### src/rtl/timer_dev.sv
// timer_dev: programmable prescaled timer/compare peripheral on the SBA bus with level interrupt.
// Define TIMER_CAPTURE_EN to add the synchronised i_capture input, CAPTURE register and STATUS.CAP.
module timer_dev #(
    parameter int          PRESCALE_W    = 16,
    parameter logic [31:0] RESET_COMPARE = 32'hFFFF_FFFF
) (
    input  logic        i_clk,
    input  logic        i_rst_n,
    input  logic        i_stb,
    input  logic [3:0]  i_we,
    input  logic [4:0]  i_addr,
    input  logic [31:0] i_dat_w,
    output logic [31:0] o_dat_r,
    output logic        o_ack,
    input  logic        i_capture,
    output logic        o_irq
);
    logic [2:0]            r_ctrl;
    logic [PRESCALE_W-1:0] r_prescale;
    logic [PRESCALE_W-1:0] r_pcnt;
    logic [31:0]           r_count;
    logic [31:0]           r_compare;
    logic [2:0]            r_status;
    logic                  r_ack;
    logic                  r_irq;
    logic [31:0]           r_dat_r;

    logic        w_acc;
    logic        w_wr;
    logic [2:0]  w_sel;
    logic        w_cnt_wr;
    logic        w_tick;
    logic        w_hit;
    logic        w_reload;
    logic        w_cap_set;
    logic [31:0] w_capture;
    logic [31:0] w_rdata;
    logic [31:0] w_merged;
    logic [2:0]  w_set;
    logic [2:0]  w_clr;
    logic        w_unused;

    assign w_acc    = i_stb && !r_ack;
    assign w_wr     = w_acc && (i_we != 4'b0000);
    assign w_sel    = i_addr[4:2];
    assign w_cnt_wr = w_wr && (w_sel == 3'd2);
    // A COUNT write in a tick cycle swallows the tick entirely, including its MATCH/OVF effects.
    assign w_tick   = r_ctrl[0] && (r_pcnt == '0) && !w_cnt_wr;
    assign w_hit    = r_count == r_compare;
    assign w_reload = w_hit && r_ctrl[2];
    assign w_unused = &{1'b0, i_addr[1:0], i_capture};

    assign w_rdata = (w_sel == 3'd0) ? {29'b0, r_ctrl} :
                     (w_sel == 3'd1) ? 32'(r_prescale) :
                     (w_sel == 3'd2) ? r_count :
                     (w_sel == 3'd3) ? r_compare :
                     (w_sel == 3'd4) ? {29'b0, r_status} :
                     (w_sel == 3'd5) ? w_capture : 32'b0;

    always_comb begin
        w_merged = w_rdata;
        for (int b = 0; b < 4; b++)
            w_merged[8*b +: 8] = i_we[b] ? i_dat_w[8*b +: 8] : w_rdata[8*b +: 8];
    end

    assign w_set = {w_cap_set,
                    w_tick && !w_reload && (r_count == 32'hFFFF_FFFF),
                    w_tick && w_hit};
    assign w_clr = (w_wr && (w_sel == 3'd4) && i_we[0]) ? i_dat_w[2:0] : 3'b000;

    always_ff @(posedge i_clk or negedge i_rst_n) begin
        if (!i_rst_n) begin
            r_ctrl     <= '0;
            r_prescale <= '0;
            r_pcnt     <= '0;
            r_count    <= '0;
            r_compare  <= RESET_COMPARE;
            r_status   <= '0;
            r_ack      <= 1'b0;
            r_dat_r    <= '0;
            r_irq      <= 1'b0;
        end else begin
            r_ack <= w_acc;
            if (w_acc)
                r_dat_r <= w_wr ? 32'b0 : w_rdata;
            if (w_wr && (w_sel == 3'd0))
                r_ctrl <= w_merged[2:0];
            if (w_wr && (w_sel == 3'd1))
                r_prescale <= w_merged[PRESCALE_W-1:0];
            if (w_wr && (w_sel == 3'd3))
                r_compare <= w_merged;
            if (w_cnt_wr)
                r_count <= w_merged;
            else if (w_tick)
                r_count <= w_reload ? 32'b0 : r_count + 32'd1;
            r_pcnt   <= (!r_ctrl[0] || (r_pcnt == '0)) ? r_prescale : r_pcnt - PRESCALE_W'(1);
            r_status <= (r_status & ~w_clr) | w_set;
            r_irq    <= r_ctrl[1] && (r_status != 3'b000);
        end
    end

`ifdef TIMER_CAPTURE_EN
    logic [2:0]  r_cap_sync;
    logic [31:0] r_capture;

    // Two synchroniser stages plus one history flop for rising-edge detection.
    always_ff @(posedge i_clk or negedge i_rst_n) begin
        if (!i_rst_n) begin
            r_cap_sync <= '0;
            r_capture  <= '0;
        end else begin
            r_cap_sync <= {r_cap_sync[1:0], i_capture};
            if (w_cap_set)
                r_capture <= r_count;
        end
    end

    assign w_cap_set = r_cap_sync[1] && !r_cap_sync[2];
    assign w_capture = r_capture;
`else
    assign w_cap_set = 1'b0;
    assign w_capture = 32'b0;
`endif

    assign o_ack   = r_ack;
    assign o_dat_r = r_dat_r;
    assign o_irq   = r_irq;
endmodule

### config.mk
export PLATFORM = sky130hd
export DESIGN_NAME = timer_dev
export DESIGN_NICKNAME = d
export VERILOG_FILES = /design/src/rtl/timer_dev.sv
export SDC_FILE = /design/constraint.sdc
export NUM_CORES = 1
export LEC_CHECK = 0
export CAP_MARGIN = 5
export CELL_PAD_IN_SITES_DETAIL_PLACEMENT = 0
export CELL_PAD_IN_SITES_GLOBAL_PLACEMENT = 1
export CORE_ASPECT_RATIO = 0.5
export CORE_MARGIN = 3
export CORE_UTILIZATION = 30
export DETAILED_ROUTE_END_ITERATION = 7
export HOLD_SLACK_MARGIN = 0.15
export PLACE_DENSITY = 0.65
export SETUP_SLACK_MARGIN = 0.05
export SLEW_MARGIN = 20
export SYNTH_ARGS = -nofsm -noshare
export SYNTH_HDL_FRONTEND = slang
export SYNTH_SLANG_ARGS = --single-unit
### constraint.sdc
create_clock -name i_clk -period 3 [get_ports i_clk]
set_clock_uncertainty 0.15 [all_clocks]
set_input_delay 0.45 -clock i_clk [delete_from_list [all_inputs] [get_ports i_clk]]
set_output_delay 0.45 -clock i_clk [all_outputs]
set_load 0.05 [all_outputs]
==> results of run 1 <==
-- worst paths after layout --
check / from / end
worst max-delay path: r_count[0] / r_count[28]
worst min-delay path: r_compare[21] / r_compare[21]
worst max register to register: r_count[0] / r_count[28]
worst min register to register: r_compare[21] / r_compare[21]
max in group asynchronous: i_rst_n / r_compare[19]
min in group asynchronous: i_rst_n / r_pcnt[10]
-- repair_timing --
item	in CTS	in global routing
resized for setup	0	0
hold endpoints to repair	42	0
buffers inserted	0	0
hold buffers	1	0
-- registers in the layout, summed over array words and instances (netlist names) --
signal and flops:
o_irq 1, r_ctrl 3, r_count 32, r_prescale 16, r_pcnt 16, o_dat_r 32, r_status 3, o_ack 1
r_compare 32
-- metrics by stage --
step           instances  utilization [%]  hold WS, ns  total power, mW  setup WS [ns]
2_1_floorplan        786                -      0.00441             3.78          0.517
3_3_place_gp        1193             36.7        0.264             4.42          0.179
3_5_place_dp        1193             36.7        0.259             4.44          0.190
4_1_cts             1226             39.4        0.331             6.77          0.353
5_1_grt             1226             39.4        0.343             7.11          0.187
6_report            1226             39.4        0.332             6.74          0.333
-- critical path, delay by kind of cell, from the launching register on --
kind / cells / cell delay [ns]
AND/OR/NAND/NOR: 4 / 1.15
adder cells (fa/ha/maj): 1 / 0.27
flip-flops: 1 / 0.46
AO/OA/AOI/OAI: 2 / 0.53
-- cell families after synthesis --
group,count (synthesis),synth area share (%)
XOR/XNOR,58,6.73
flip-flops,136,45.6
adder cells (fa/ha/maj),3,0.497
AND/OR/NAND/NOR,278,19.0
AO/OA/AOI/OAI,189,16.9
buffers and inverters,68,3.70
multiplexers,54,7.57
-- cells in the final DEF, fill, tap and decap left out, types with 4 or more instances in the layout --
master	count
mux2_1	5
clkbuf_8	5
o31ai_1	11
xnor2_1	52
a211oi_1	10
and3_1	7
inv_1	8
dfstp_2	32
a31o_1	4
a22o_1	36
xor2_1	6
nor4_2	6
nor4_1	4
a221o_1	6
nand3_1	12
clkinv_2	4
nor2_1	58
o21ai_1	20
a22oi_1	15
nor4b_1	4
o21ai_0	43
mux2_2	20
bufinv_16	4
dfrtp_1	104
nor2b_1	8
buf_4	52
clkbuf_16	17
o211ai_1	4
mux2i_1	29
buf_12	4
nand4_1	27
or2_1	4
nor3_1	22
nand2_1	100
a21oi_1	22
clkdlybuf4s50_1	74
-- final cells by class --
| cell class | instances | area (um^2) | area share (%) |
|---|---|---|---|
| multi-input cells | 582 | 3830 | 39.9 |
| flip-flops and latches | 136 | 3440 | 35.9 |
| repair buffers | 132 | 1230 | 12.8 |
| clock buffers | 24 | 502 | 5.23 |
| well taps | 336 | 420 | 4.38 |
| clock inverters | 8 | 140 | 1.46 |
| inverters | 8 | 30.0 | 0.313 |
-- metal layers --
metal  up-vias  track usage, %  routed length (um)
met1      3266            27.6               12400
met2       127            26.8               10700
li1       3022               -                   -
met3        20            3.23                 989
met5         -               0                   0
met4         0            4.28                 330
-- power by group through the flow --
stage               clock, mW  combinational (mW)  sequential [mW]
global route             2.43                1.93             2.74
finish                   2.31                1.74             2.69
detailed placement          0                1.73             2.71
floorplan                   0                1.19             2.60
CTS                      2.34                1.75             2.68
global placement            0                1.72             2.69
==> metrics.txt, run 1 <==
Syn Std Cell Area 7550 um^2; Yosys warnings 0; Worst EP arrival 2.82 ns; Syn Area/Cell 9.61 um^2; die span in y 118 um; row cnt 40; Worst path max stage delay 0.47 ns; largest net degree at the start of global routing 65; Area after DPL 8950 um^2; dominant cells by area after synthesis dfrtp_1 (34%), dfstp_2 (11%), xnor2_1 (6.0%); Final ANT Viol Nets 0; Max Slew Vio Count 0; worst slew pin tran 0.851 ns; Switching Share 32.6%; power density cells 702 nW/um^2; first-pass GRT wire length 38.5 mm; Psw 2.20 mW; most common cell in the netlist dfrtp_1; Final Hold Viols 0; HPWL Detailed 17.8 mm; Core Region 24400 um^2; RSZ-0062 raised after global routing false; Remaining Overflow, GRT 0; Global Route Usage Sum 18.2%; post-synthesis cell count 786; Final Critical Period 2.67 ns; top-area cell type share of the netlist area 34.5%; TritonRoute pass-1 iters 5; sequential share of power 39.9%; Die ar. 27200 um^2; # DRC 0; Clock power frac 34.2%; Synth Flop Type dfrtp_1; part of the cycle the worst path needs 88.9%; Async S/R FF share, synth 100%; Cell Int Power 4.54 mW; Fin Setup TNS 0 ns; clock buffer depth 2; vias 6435; Synth area leader dfrtp_1; Leakage 3.81 nW; Unique masters post-synth 65; Max Cap Viol 0; Slowest-stage cell, CP or4_4; Initial Utilization 31.0%; critical-path cell list ha_1 > nand2_1 > nor4_4 > nand2_2 > or4_4 > a31o_1 > a221o_1; Yosys reg bits 136; Crit Path Class flop to flop; worst skew pair latency 0.42 ns; Chip Width 230 um; port bufs 75; commonest cells in the netlist dfrtp_1 (104), nand2_1 (101), nor2_1 (58), xnor2_1 (52), o21ai_0 (43); Num CTS Buffers 17; # diodes 0; clock root buffer master clkbuf_16; I/O Pins 79; number of synthesized flops with an enable pin 0; vias in the first global route 6297; sequential area share after synthesis 45.6%; clk sink count 136; Area Overhead vs Synth 27.1%; Rel. slew slack 43.3%; layout cell share with drive strength beyond 1 17.9%; combinational fraction of design power 25.9%; critical path required time 3.15 ns; # setup viols final 0; cell area after layout 9600 um^2; TritonCTS clock tree done; startpoint types flop; R2R cell count 7; Filler cells 2403; CP endpoint kind flop; # nets final 925; drt wl/cell 19.9 um; routed wire length 24.4 mm; worst hold path depth 2; clk slew on worst S/H paths 0.06 ns; CTS H-Tree Depth 4; Mapped Nets 834; initial antenna violation count 0; Crit Path Max Fanout 6; Placer Congestion 0.834; status completed; Via density 5.25; maximum clock rate 375 MHz; R2R setup slack 0.33 ns; Detailed Route Iter0 Violations 395; Worst VDD drop 0.358 mV; class of the worst hold path flop to flop
(Power assumes the default switching activity.)
==> run 2, diff against run 1 <==
--- a/config.mk
+++ b/config.mk
@@ -8,10 +8,10 @@
 export CAP_MARGIN = 5
 export CELL_PAD_IN_SITES_DETAIL_PLACEMENT = 0
 export CELL_PAD_IN_SITES_GLOBAL_PLACEMENT = 1
-export CORE_ASPECT_RATIO = 0.5
 export CORE_MARGIN = 3
 export CORE_UTILIZATION = 30
 export DETAILED_ROUTE_END_ITERATION = 7
+export GPL_TIMING_DRIVEN = 0
 export HOLD_SLACK_MARGIN = 0.15
 export PLACE_DENSITY = 0.65
 export SETUP_SLACK_MARGIN = 0.05
==> run 2 against run 1 <==
  * Sequential power down 1%
  * Global-route usage up 1.2 points
  * Total power down 4.6%
  * Utilization down 1.2 points
  * Non-clock buffer count up 7
  * Register-to-register slack worse by 0.19 ns
  * Clock-buffer cell count down 5
  * Cell area down 2.4%
  * Critical path type is now input pin to flop
  * Highest routed layer unchanged
==> metrics.txt, run 2 (synthesized netlist as in run 1, its figures left out) <==
die span in y 165 um (was 118 um); Max Cap Viol 0 (unchanged); Crit Path Class input pin to flop (was flop to flop); part of the cycle the worst path needs 95.1% (was 88.9%); # setup viols final 0 (unchanged); Crit Path Max Fanout 10 (was 6); Initial Utilization 30.8% (was 31.0%); status completed (unchanged); critical-path cell list clkdlybuf4s50_1 > nor4_4 > nor2_1 > nand2_1 > buf_1 > mux2_2 (was ha_1 > nand2_1 > nor4_4 > nand2_2 > or4_4 > a31o_1 > a221o_1); Clock power frac 31.6% (was 34.2%); Final Hold Viols 0 (unchanged); critical path required time 3.20 ns (was 3.15 ns); CP top delay family buffers and inverters (was simple AND/OR/NAND/NOR gates); Final Critical Period 2.85 ns (was 2.67 ns); Filler cells 2508 (was 2403); largest net degree at the start of global routing 89 (was 65); R2R setup slack 0.15 ns (was 0.33 ns); final cell count without fillers 1221 (was 1226); clk slew on worst S/H paths 0.07 ns (was 0.06 ns); Via density 5.27 (was 5.25); CP endpoint kind flop (unchanged); port bufs 72 (was 75); vias 6438 (was 6435); Core Region 24500 um^2 (was 24400 um^2); RSZ-0062 raised after global routing false (unchanged); R2R Path Start r_count[26] (was r_count[0]); Worst EP arrival 3.05 ns (was 2.82 ns); Num CTS Buffers 17 (unchanged); TritonRoute pass-1 iters 5 (unchanged); # DRC 0 (unchanged); Remaining Overflow, GRT 0 (unchanged); worst skew pair latency 0.43 ns (was 0.42 ns); DP Cell Count 1183 (was 1193); Rel. slew slack 35.1% (was 43.3%); power density cells 686 nW/um^2 (was 702 nW/um^2); combinational fraction of design power 27.2% (was 25.9%); most frequent cells in the layout dfrtp_1 (104), nand2_1 (101), clkdlybuf4s50_1 (71), nor2_1 (58), xnor2_1 (51) (was dfrtp_1 (104), nand2_1 (100), clkdlybuf4s50_1 (74), nor2_1 (58)); startpoint types input pin (was flop); CP Buf/Inv Count 2 (was 0); Cell Int Power 4.17 mW (was 4.54 mW); # nets final 932 (was 925); CTS H-Tree Depth 4 (unchanged); Slowest-stage cell, CP clkdlybuf4s50_1 (was or4_4); reg-to-reg critical path endpoint r_count[29] (was r_count[28]); initial antenna violation count 0 (unchanged); clk sink count 136 (unchanged); Area Overhead vs Synth 24.1% (was 27.1%); TritonCTS clock tree done (unchanged); routed wire length 25.5 mm (was 24.4 mm); class of the worst hold path flop to flop (unchanged); Final ANT Viol Nets 0 (unchanged); Finished Core Util 38.2% (was 39.4%); clock root buffer master clkbuf_16 (unchanged); Chip Width 165 um (was 230 um); vias in the first global route 6467 (was 6297); Global Route Usage Sum 19.5% (was 18.2%); row cnt 57 (was 40); Max Slew Vio Count 0 (unchanged); CP Launch Point i_we[0] (was r_count[0]); worst setup path end r_compare[15] (was r_count[28]); clock buffer depth 2 (unchanged); maximum clock rate 351 MHz (was 375 MHz); Placer Congestion 0.845 (was 0.834); Worst path max stage delay 0.61 ns (was 0.47 ns); most common cell after layout, fill and taps aside dfrtp_1 (unchanged); worst slew pin tran 0.959 ns (was 0.851 ns); Psw 2.26 mW (was 2.20 mW); Leakage 3.66 nW (was 3.81 nW); drt wl/cell 20.9 um (was 19.9 um); I/O Pins 79 (unchanged); layout cell share with drive strength beyond 1 14.9% (was 17.9%); HPWL Detailed 19.0 mm (was 17.8 mm); Detailed Route Iter0 Violations 441 (was 395); Switching Share 35.1% (was 32.6%); R2R cell count 7 (unchanged); first-pass GRT wire length 39.9 mm (was 38.5 mm); worst hold path depth 2 (unchanged); Die ar. 27100 um^2 (was 27200 um^2); sequential share of power 41.2% (was 39.9%); Worst path depth 6 (was 7); Worst VDD drop 0.349 mV (was 0.358 mV); # diodes 0 (unchanged)
-- run 2: changes by cell type in the layout (fill, tap and decap cells not counted), sizes merged --
cell           delta
buf              -28
clkbuf           +33
clkdlybuf4s50     -3
inv               +3
bufinv            -3
clkinv            +3
clkinvlp          +2
-- run 2: cell type report --
type / instances / area, um^2 / share of cell area, %
plain buffers: 60 / 256 / 2.74
clock buffers: 19 / 443 / 4.73
clock inverters: 13 / 121 / 1.29
inverters: 8 / 30.0 / 0.320
multi-input cells: 582 / 3870 / 41.3
flip-flops and latches: 136 / 3440 / 36.7
well taps: 324 / 405 / 4.33
repair buffers: 79 / 801 / 8.54
-- run 2: worst min-delay path by stage --
stage | endpoint | startpoint | slack, ns
after floorplan | o_ack | i_rst_n | 0.004
after global placement | o_dat_r[6] | o_dat_r[6] | 0.32
after detailed placement | o_dat_r[21] | i_rst_n | 0.24
after CTS | r_compare[20] | r_compare[20] | 0.33
after global routing | r_compare[18] | r_compare[18] | 0.35
final | o_dat_r[6] | o_dat_r[6] | 0.33
-- run 2: per-stage QoR --
stage / setup WS (ns) / power [mW] / instance area [um^2] / TNS (ns) / hold slack (ns)
4_1_cts: 0.0573 / 6.46 / 9350 / 0 / 0.333
3_3_place_gp: -4.59 / 4.38 / 8680 / -596.58 / 0.316
5_1_grt: 0.0585 / 6.81 / 9370 / 0 / 0.350
2_1_floorplan: 0.517 / 3.78 / 7550 / 0 / 0.00441
3_5_place_dp: -0.577 / 4.39 / 8710 / -31.67 / 0.237
6_report: 0.147 / 6.43 / 9370 / 0 / 0.328
-- run 2: power by group through the flow --
stage	combinational, mW	sequential, mW	clock [mW]
2_1_floorplan	1.19	2.60	0
3_3_place_gp	1.71	2.67	0
3_5_place_dp	1.72	2.67	0
4_1_cts	1.74	2.65	2.07
5_1_grt	1.94	2.71	2.16
6_report	1.75	2.65	2.03
-- run 2: repair_timing --
item | in CTS | in global routing
buffers inserted | 5 | 0
resized for setup | 6 | 9
hold buffers | 1 | 0
endpoints found under the hold margin | 48 | 0
endpoints found under the setup margin | 40 | 40
pin swaps | 3 | 2
-- run 2: worst reg2reg max path, stage by stage (launching register included) --
cell      delay, ns
dfrtp_1        0.46
xnor2_1        0.42
nand4_1        0.17
nor4_2         0.42
nand3_2        0.30
and3_1         0.28
clkbuf_1       0.19
a221o_1        0.35
-- run 2: routing by layer --
| metal | track usage [%] | up-vias | wire, um |
|---|---|---|---|
| met5 | 0 | - | 0 |
| met4 | 6.29 | 0 | 556 |
| met3 | 2.43 | 32 | 988 |
| met2 | 30.0 | 162 | 11700 |
| met1 | 28.4 | 3203 | 12300 |
| li1 | - | 3041 | - |
